### config.mk
export PLATFORM = sky130hd
export DESIGN_NAME = pipe_skid_stage
export DESIGN_NICKNAME = d
export VERILOG_FILES = /design/src/rtl/pipe_skid_stage.sv
export SDC_FILE = /design/constraint.sdc
export NUM_CORES = 1
export LEC_CHECK = 0
export ABC_AREA = 1
export CORE_MARGIN = 2
export CORE_UTILIZATION = 46
export DETAILED_ROUTE_END_ITERATION = 6
export PLACE_DENSITY = 0.81
export SLEW_MARGIN = 20
export SYNTH_ARGS = -nofsm -noshare
export SYNTH_HDL_FRONTEND = slang
export SYNTH_SLANG_ARGS = --single-unit
### constraint.sdc
create_clock -name clk -period 1.6 [get_ports clk]
set_clock_uncertainty 0.2 [all_clocks]
set_input_delay 0.24 -clock clk [delete_from_list [all_inputs] [get_ports clk]]
set_output_delay 0.24 -clock clk [all_outputs]
set_load 0.03 [all_outputs]
### src/rtl/pipe_skid_stage.sv
// Two-entry skid buffer pipeline stage with registered valid/ready, flush and a
// saturating back-pressure counter.
module pipe_skid_stage #(
    parameter int unsigned DATA_W = 32,
    parameter int unsigned CNT_W  = 8
) (
    input  logic              clk,
    input  logic              Reset,
    input  logic              flush,
    input  logic              in_valid,
    output logic              in_ready,
    input  logic [DATA_W-1:0] in_data,
    output logic              out_valid,
    input  logic              out_ready,
    output logic [DATA_W-1:0] out_data,
    output logic [1:0]        occupancy,
    output logic [CNT_W-1:0]  stall_cnt
);

    localparam logic [CNT_W-1:0] CNT_MAX = '1;

    typedef enum logic [1:0] {
        EMPTY = 2'd0,
        ONE   = 2'd1,
        TWO   = 2'd2
    } state_e;

    state_e            state;
    state_e            state_d;
    logic [DATA_W-1:0] main_q;
    logic [DATA_W-1:0] main_d;
    logic [DATA_W-1:0] skid_q;
    logic [DATA_W-1:0] skid_d;
    logic              in_ready_d;
    logic              out_valid_d;
    logic [1:0]        occupancy_d;
    logic [CNT_W-1:0]  stall_cnt_d;
    logic              accept;
    logic              emit;

    // Handshakes are built only from registered outputs, so in_ready never
    // depends combinationally on in_valid or out_ready.
    assign accept   = in_valid & in_ready;
    assign emit     = out_valid & out_ready;
    assign out_data = main_q;

    // State and output registers; Reset overrides flush and all handshakes.
    always_ff @(posedge clk) begin
        if (Reset) begin
            state     <= EMPTY;
            main_q    <= '0;
            skid_q    <= '0;
            in_ready  <= 1'b1;
            out_valid <= 1'b0;
            occupancy <= 2'd0;
            stall_cnt <= '0;
        end else begin
            state     <= state_d;
            main_q    <= main_d;
            skid_q    <= skid_d;
            in_ready  <= in_ready_d;
            out_valid <= out_valid_d;
            occupancy <= occupancy_d;
            stall_cnt <= stall_cnt_d;
        end
    end

    // Next state and datapath; an input offered during flush is dropped.
    always_comb begin
        state_d = state;
        main_d  = main_q;
        skid_d  = skid_q;
        if (flush) begin
            state_d = EMPTY;
            main_d  = '0;
            skid_d  = '0;
        end else begin
            unique case (state)
                EMPTY: begin
                    if (accept) begin
                        main_d  = in_data;
                        state_d = ONE;
                    end
                end
                ONE: begin
                    if (accept && emit) begin
                        main_d = in_data;
                    end else if (accept) begin
                        skid_d  = in_data;
                        state_d = TWO;
                    end else if (emit) begin
                        main_d  = '0;
                        state_d = EMPTY;
                    end
                end
                TWO: begin
                    if (emit) begin
                        main_d  = skid_q;
                        skid_d  = '0;
                        state_d = ONE;
                    end
                end
                default: begin
                    state_d = EMPTY;
                    main_d  = '0;
                    skid_d  = '0;
                end
            endcase
        end
    end

    // Next values of the registered outputs, decoded from the next state.
    always_comb begin
        in_ready_d  = (state_d != TWO);
        out_valid_d = (state_d != EMPTY);
        occupancy_d = 2'(state_d);
        stall_cnt_d = stall_cnt;
        if (out_valid && !out_ready && (stall_cnt != CNT_MAX)) begin
            stall_cnt_d = stall_cnt + CNT_W'(1);
        end
    end

endmodule

==> results_dict.tcl, run 1 <==
set metrics [dict create \
    status "finished, final reports clean" \
    vias_per_cell 5.04 \
    clkSinkCount 76 \
    num_vias 4300 \
    path_clk_slew_ns 0.08 \
    drive_gt1_share_pct 9.61 \
    drc 0 \
    power.density_nw_per_um2 837 \
    syn_area_um2 3910 \
    worstPathArrival_ns 1.12 \
    ys_top_cells_by_area "dfxtp_1 (39%), nand2_1 (22%), nor2_1 (10%), inv_1 (7.7%), nand3_1 (5.2%)" \
    cp-end-kind "output port" \
    layout_commonest_cell "nand2_1" \
    rsz0062_at_grt "yes" \
    worstMarginPinSlew_ns 0.392 \
    max-slew-margin-rel_pct 73.9 \
    cellLeakagePower_nw 2.81 \
    place_congestion 0.892 \
    worstPathCellList "dlygate4sd2_1" \
    finalHoldViolCount 0 \
    cts_root_buffer "clkbuf_8" \
    path_buf_inv 1 \
    finalPower_mw 4.42 \
    final_max_slew_viol_count 0 \
    htreeDepth 3 \
    num_io_pins 81 \
    grt_remaining_overflow 0 \
    max_stage_delay_ns 0.41 \
    dpl.hpwl_um 7050 \
    die_h_um 96.2 \
    antenna_found_initial 0 \
    cts_tree "yes" \
    grt_pass1_wl_um 17100 \
    grt_pass1_vias 3997 \
    crit_fanout 2 \
    fin_nets 782 \
    layout_common_cells "nand2_1 (226), nor2_1 (105), inv_1 (78), dfxtp_1 (70), nand3_1 (41)" \
    clk_latency_ns 0.34 \
    seqCellArea_um2 1530 \
    max_clock_freq_mhz 640 \
    start_kind "flop" \
    final-setup-viol-count 0 \
    syn_inst 657 \
    synth-seq-area-share_pct 38.9 \
    period_minus_slack_ns 1.56 \
    die_w_um 96.2 \
    hold_path_class "input port to flop" \
    wl_per_cell_um 12.7 \
    fin_setup_tns_ns 0 \
    portBuffers 80 \
    grt_start_max_net_pins 35 \
    critPathKind "flop to output port" \
    cts_buffer_depth 2 \
    initialDrtViolationCount 278 \
    cts_buffers 9 \
    multi_input_area_um2 1950 \
    nFillCells 712 \
    yosys_register_bits 76 \
    syn_nets 695 \
    start_util_pct 47.6 \
    maxCapViolations 0 \
    crit_required_ns 1.16 \
    rows 33 \
    slowest_stage "dlygate4sd2_1" \
    n_antenna_cell 0 \
    grtUsageTotal_pct 23.4 \
    wl_um 10900 \
    peakVddDrop_mv 0.448 \
    synth_top_area_share_pct 38.9 \
    synthToLayoutAreaGrowth_pct 35.1 \
    drtPass1Iterations 5 \
    synth_warnings 0 \
    synth.distinct_cells 20 \
    crit_family "buffers and inverters" \
    yosysTopAreaCell "dfxtp_1" \
    detail-route-antenna-nets 0 \
    core_um2 8220 \
    syn_area_per_cell_um2 5.96 \
    period_share_pct 97.6 \
    die_area_um2 9260 \
]
## state kept, by name, summed over array words and instances, names as in the netlist
signal,cells
stall_cnt,8
skid_q,32
in_ready,1
state,2
out_valid,1
out_data,32
## per-layer routing
layer  vias to the layer above  part of all wire (%)  track usage (%)
li1                       2167                     -                -
met4                         0                   1.9             9.05
met2                       153                    49             41.4
met1                      1960                    43             27.3
met5                         -                     0                0
met3                        20                   6.2             5.17
## synth_stat cells (all sizes together)
cell,number
dfxtp,76
nor2,109
xor2,1
ha,1
clkbuf,16
nand3,41
buf,20
inv,84
nand4,3
nor3,2
nand2,231
nand3b,1
a21boi,1
o21ai,31
a21oi,40
## final cells by class
type	count	share of cell area, %
tap	105	2.49
multi-input combinational	461	37.0
clock buffer	13	3.01
timing repair buffer	112	21.3
inverter	84	5.96
clock inverter	3	1.30
sequential	76	29.0
## metrics by stage
step	hold WS [ns]	util (%)	instances	worst slack [ns]	area, um^2
CTS	0.265	63.1	851	0.00637	5180
global placement	0.246	60.9	835	-0.271	5000
detailed placement	0.255	60.9	835	-0.329	5000
finish	0.164	64.3	854	0.0379	5290
floorplan	0.240	-	657	0.00127	3930
global route	0.182	64.3	854	-0.0387	5290
## final timing paths
kind / to / slack, ns / startpoint / cells past startpoint
min: state[1] / 0.16 / out_ready / 4
min reg2reg: out_data[22] / 0.26 / out_data[22] / 2
max reg2reg: out_data[29] / 0.06 / out_valid / 8
max: out_data[27] / 0.04 / out_data[27] / 1
## report_power, final
group,internal (mW),switching (mW)
sequential,1.94,0.0290
clock,0.970,0.718
combinational,0.321,0.449
total,3.23,1.20
## cells by family after synthesis
group	Yosys count	share of synthesized area (%)
simple gates	387	39.0
buf+inv	120	12.2
flops	76	38.9
compound gates	72	9.37
xor+xnor	1	0.224
fa+ha+maj	1	0.320
## what timing repair did
| action | in CTS | in global routing |
|---|---|---|
| setup buffers | 0 | 1 |
| pin swaps | 0 | 2 |
| gates resized for setup | 43 | 16 |
| hold buffers | 0 | 0 |
| gates cloned | 0 | 2 |
| setup endpoints to repair | 43 | 71 |
Note: power is estimated with default switching activity, not from simulation.
==> inputs of run 2 (changes only) <==
Settings changed: SETUP_SLACK_MARGIN set to 0.1.
==> results_dict.tcl, run 2 (synthesis gave the netlist of run 1 again) <==
set metrics [dict create \
    clk_latency_ns 0.35 \
    portBuffers 80 \
    start_util_pct 47.6 \
    grt_pass1_wl_um 17800 \
    cts_tree "yes" \
    crit_family "buffers and inverters" \
    antenna_found_initial 0 \
    n_antenna_cell 0 \
    wl_per_cell_um 13.0 \
    fin_setup_tns_ns 0 \
    die_w_um 96.2 \
    layout_commonest_cell "nand2_1" \
    grtUsageTotal_pct 24.4 \
    crit_required_ns 1.16 \
    htreeDepth 3 \
    cp-end-kind "output port" \
    grt_remaining_overflow 0 \
    num_io_pins 81 \
    drive_gt1_share_pct 21.6 \
    max_clock_freq_mhz 646 \
    grt_start_max_net_pins 35 \
    cts_buffers 9 \
    synthToLayoutAreaGrowth_pct 42.8 \
    worstPathCellList "dlygate4sd2_1" \
    max-slew-margin-rel_pct 67.9 \
    worstMarginPinSlew_ns 0.481 \
    cellLeakagePower_nw 2.75 \
    slowest_stage "dlygate4sd2_1" \
    final_max_slew_viol_count 0 \
    hold-worst-slack_ns 0.267 \
    rsz0062_at_grt "yes" \
    final-setup-viol-count 0 \
    clkSinkCount 76 \
    period_share_pct 96.8 \
    detail-route-antenna-nets 0 \
    drtPass1Iterations 4 \
    crit_fanout 3 \
    die_area_um2 9260 \
    worstPathArrival_ns 1.11 \
    fin_nets 791 \
    finalPower_mw 4.63 \
    num_vias 4410 \
    place_congestion 0.861 \
    peakVddDrop_mv 0.462 \
    fin_util_pct 68.0 \
    rows 33 \
    place_area_um2 5000 \
    path_clk_slew_ns 0.08 \
    critPathKind "flop to output port" \
    status "finished, final reports clean" \
    cts_root_buffer "clkbuf_8" \
    period_minus_slack_ns 1.55 \
    initialDrtViolationCount 254 \
    layout_common_cells "nand2_1 (216), nor2_1 (93), inv_1 (78), dfxtp_1 (69), nand3_1 (41)" \
    dpl.hpwl_um 6970 \
    vias_per_cell 5.11 \
    finalHoldViolCount 0 \
    hold_path_class "flop to flop" \
    path_buf_inv 1 \
    wl_um 11200 \
    start_kind "flop" \
    grt_pass1_vias 4098 \
    cts_buffer_depth 2 \
    final_cell_area_um2 5590 \
    die_h_um 96.2 \
    max_stage_delay_ns 0.40 \
    drc 0 \
    power.density_nw_per_um2 828 \
    core_um2 8220 \
    maxCapViolations 0 \
]
-- run 2: changes by cell type in the layout (fill, tap and decap cells not counted), moves of 10 or more --
cell / before / now
nor2_1: 105 / 93
dlygate4sd2_1: 40 / 2
nand2_1: 226 / 216
a21oi_2: 1 / 16
a21oi_1: 38 / 23
nor2_2: 3 / 14
clkdlybuf4s15_2: 0 / 28
-- run 2: worst paths after layout --
path | startpoint | to | slack [ns] | cells past startpoint
min reg2reg | out_data[19] | out_data[19] | 0.27 | 2
max | out_valid | out_valid | 0.05 | 1
max reg2reg | state[1] | out_data[18] | 0.06 | 7
min | out_data[19] | out_data[19] | 0.27 | 2
-- run 2: final cells by class --
| cell class | count | area (um^2) |
|---|---|---|
| clock buffers | 12 | 155 |
| clock inverters | 4 | 95.1 |
| fillers | 673 | 2630 |
| inverters | 84 | 318 |
| multi-input cells | 462 | 2120 |
| flip-flops and latches | 76 | 1540 |
| well taps | 105 | 131 |
| repair buffers | 120 | 1230 |
-- run 2: through the flow --
step | std cells | setup slack, ns
2_1_floorplan | 657 | 0.0960
3_3_place_gp | 834 | -0.273
3_5_place_dp | 834 | -0.335
4_1_cts | 859 | 0.0367
5_1_grt | 863 | -0.00328
6_report | 863 | 0.0519
-- run 2: worst register-to-register path, cell delays in order, from the launching register on --
cell	delay (ns)
dfxtp_4	0.38
nor2_4	0.15
inv_2	0.08
a21oi_4	0.21
buf_12	0.14
buf_12	0.12
nand2_1	0.07
a21oi_2	0.12
-- run 2: layer usage --
layer,up-vias,global-route usage [%],wire [um]
met3,25,4.23,715
met1,2020,29.8,4750
li1,2199,-,-
met4,0,9.64,214
met2,166,42.4,5530
met5,-,0,0
-- run 2: timing repair --
| action | CTS | global route |
|---|---|---|
| gates resized for setup | 129 | 79 |
| buffers inserted | 7 | 2 |
| setup endpoints to repair | 111 | 88 |
| cloned | 2 | 2 |
| hold buffers | 0 | 0 |
| pin swaps | 4 | 8 |
-- run 2: power breakdown --
group | leakage (nW) | switching (mW) | internal [mW]
logic | 2.00 | 0.478 | 0.358
clock network | 0.127 | 0.704 | 1.12
registers | 0.619 | 0.0324 | 1.93
total | 2.75 | 1.21 | 3.41
==> inputs of run 3 (changes only) <==
Settings changed: CTS_CLUSTER_DIAMETER set to 50, CTS_CLUSTER_SIZE set to 10.
==> results of run 3 <==
The final DEF is identical to that of run 2; final timing and power are the same.
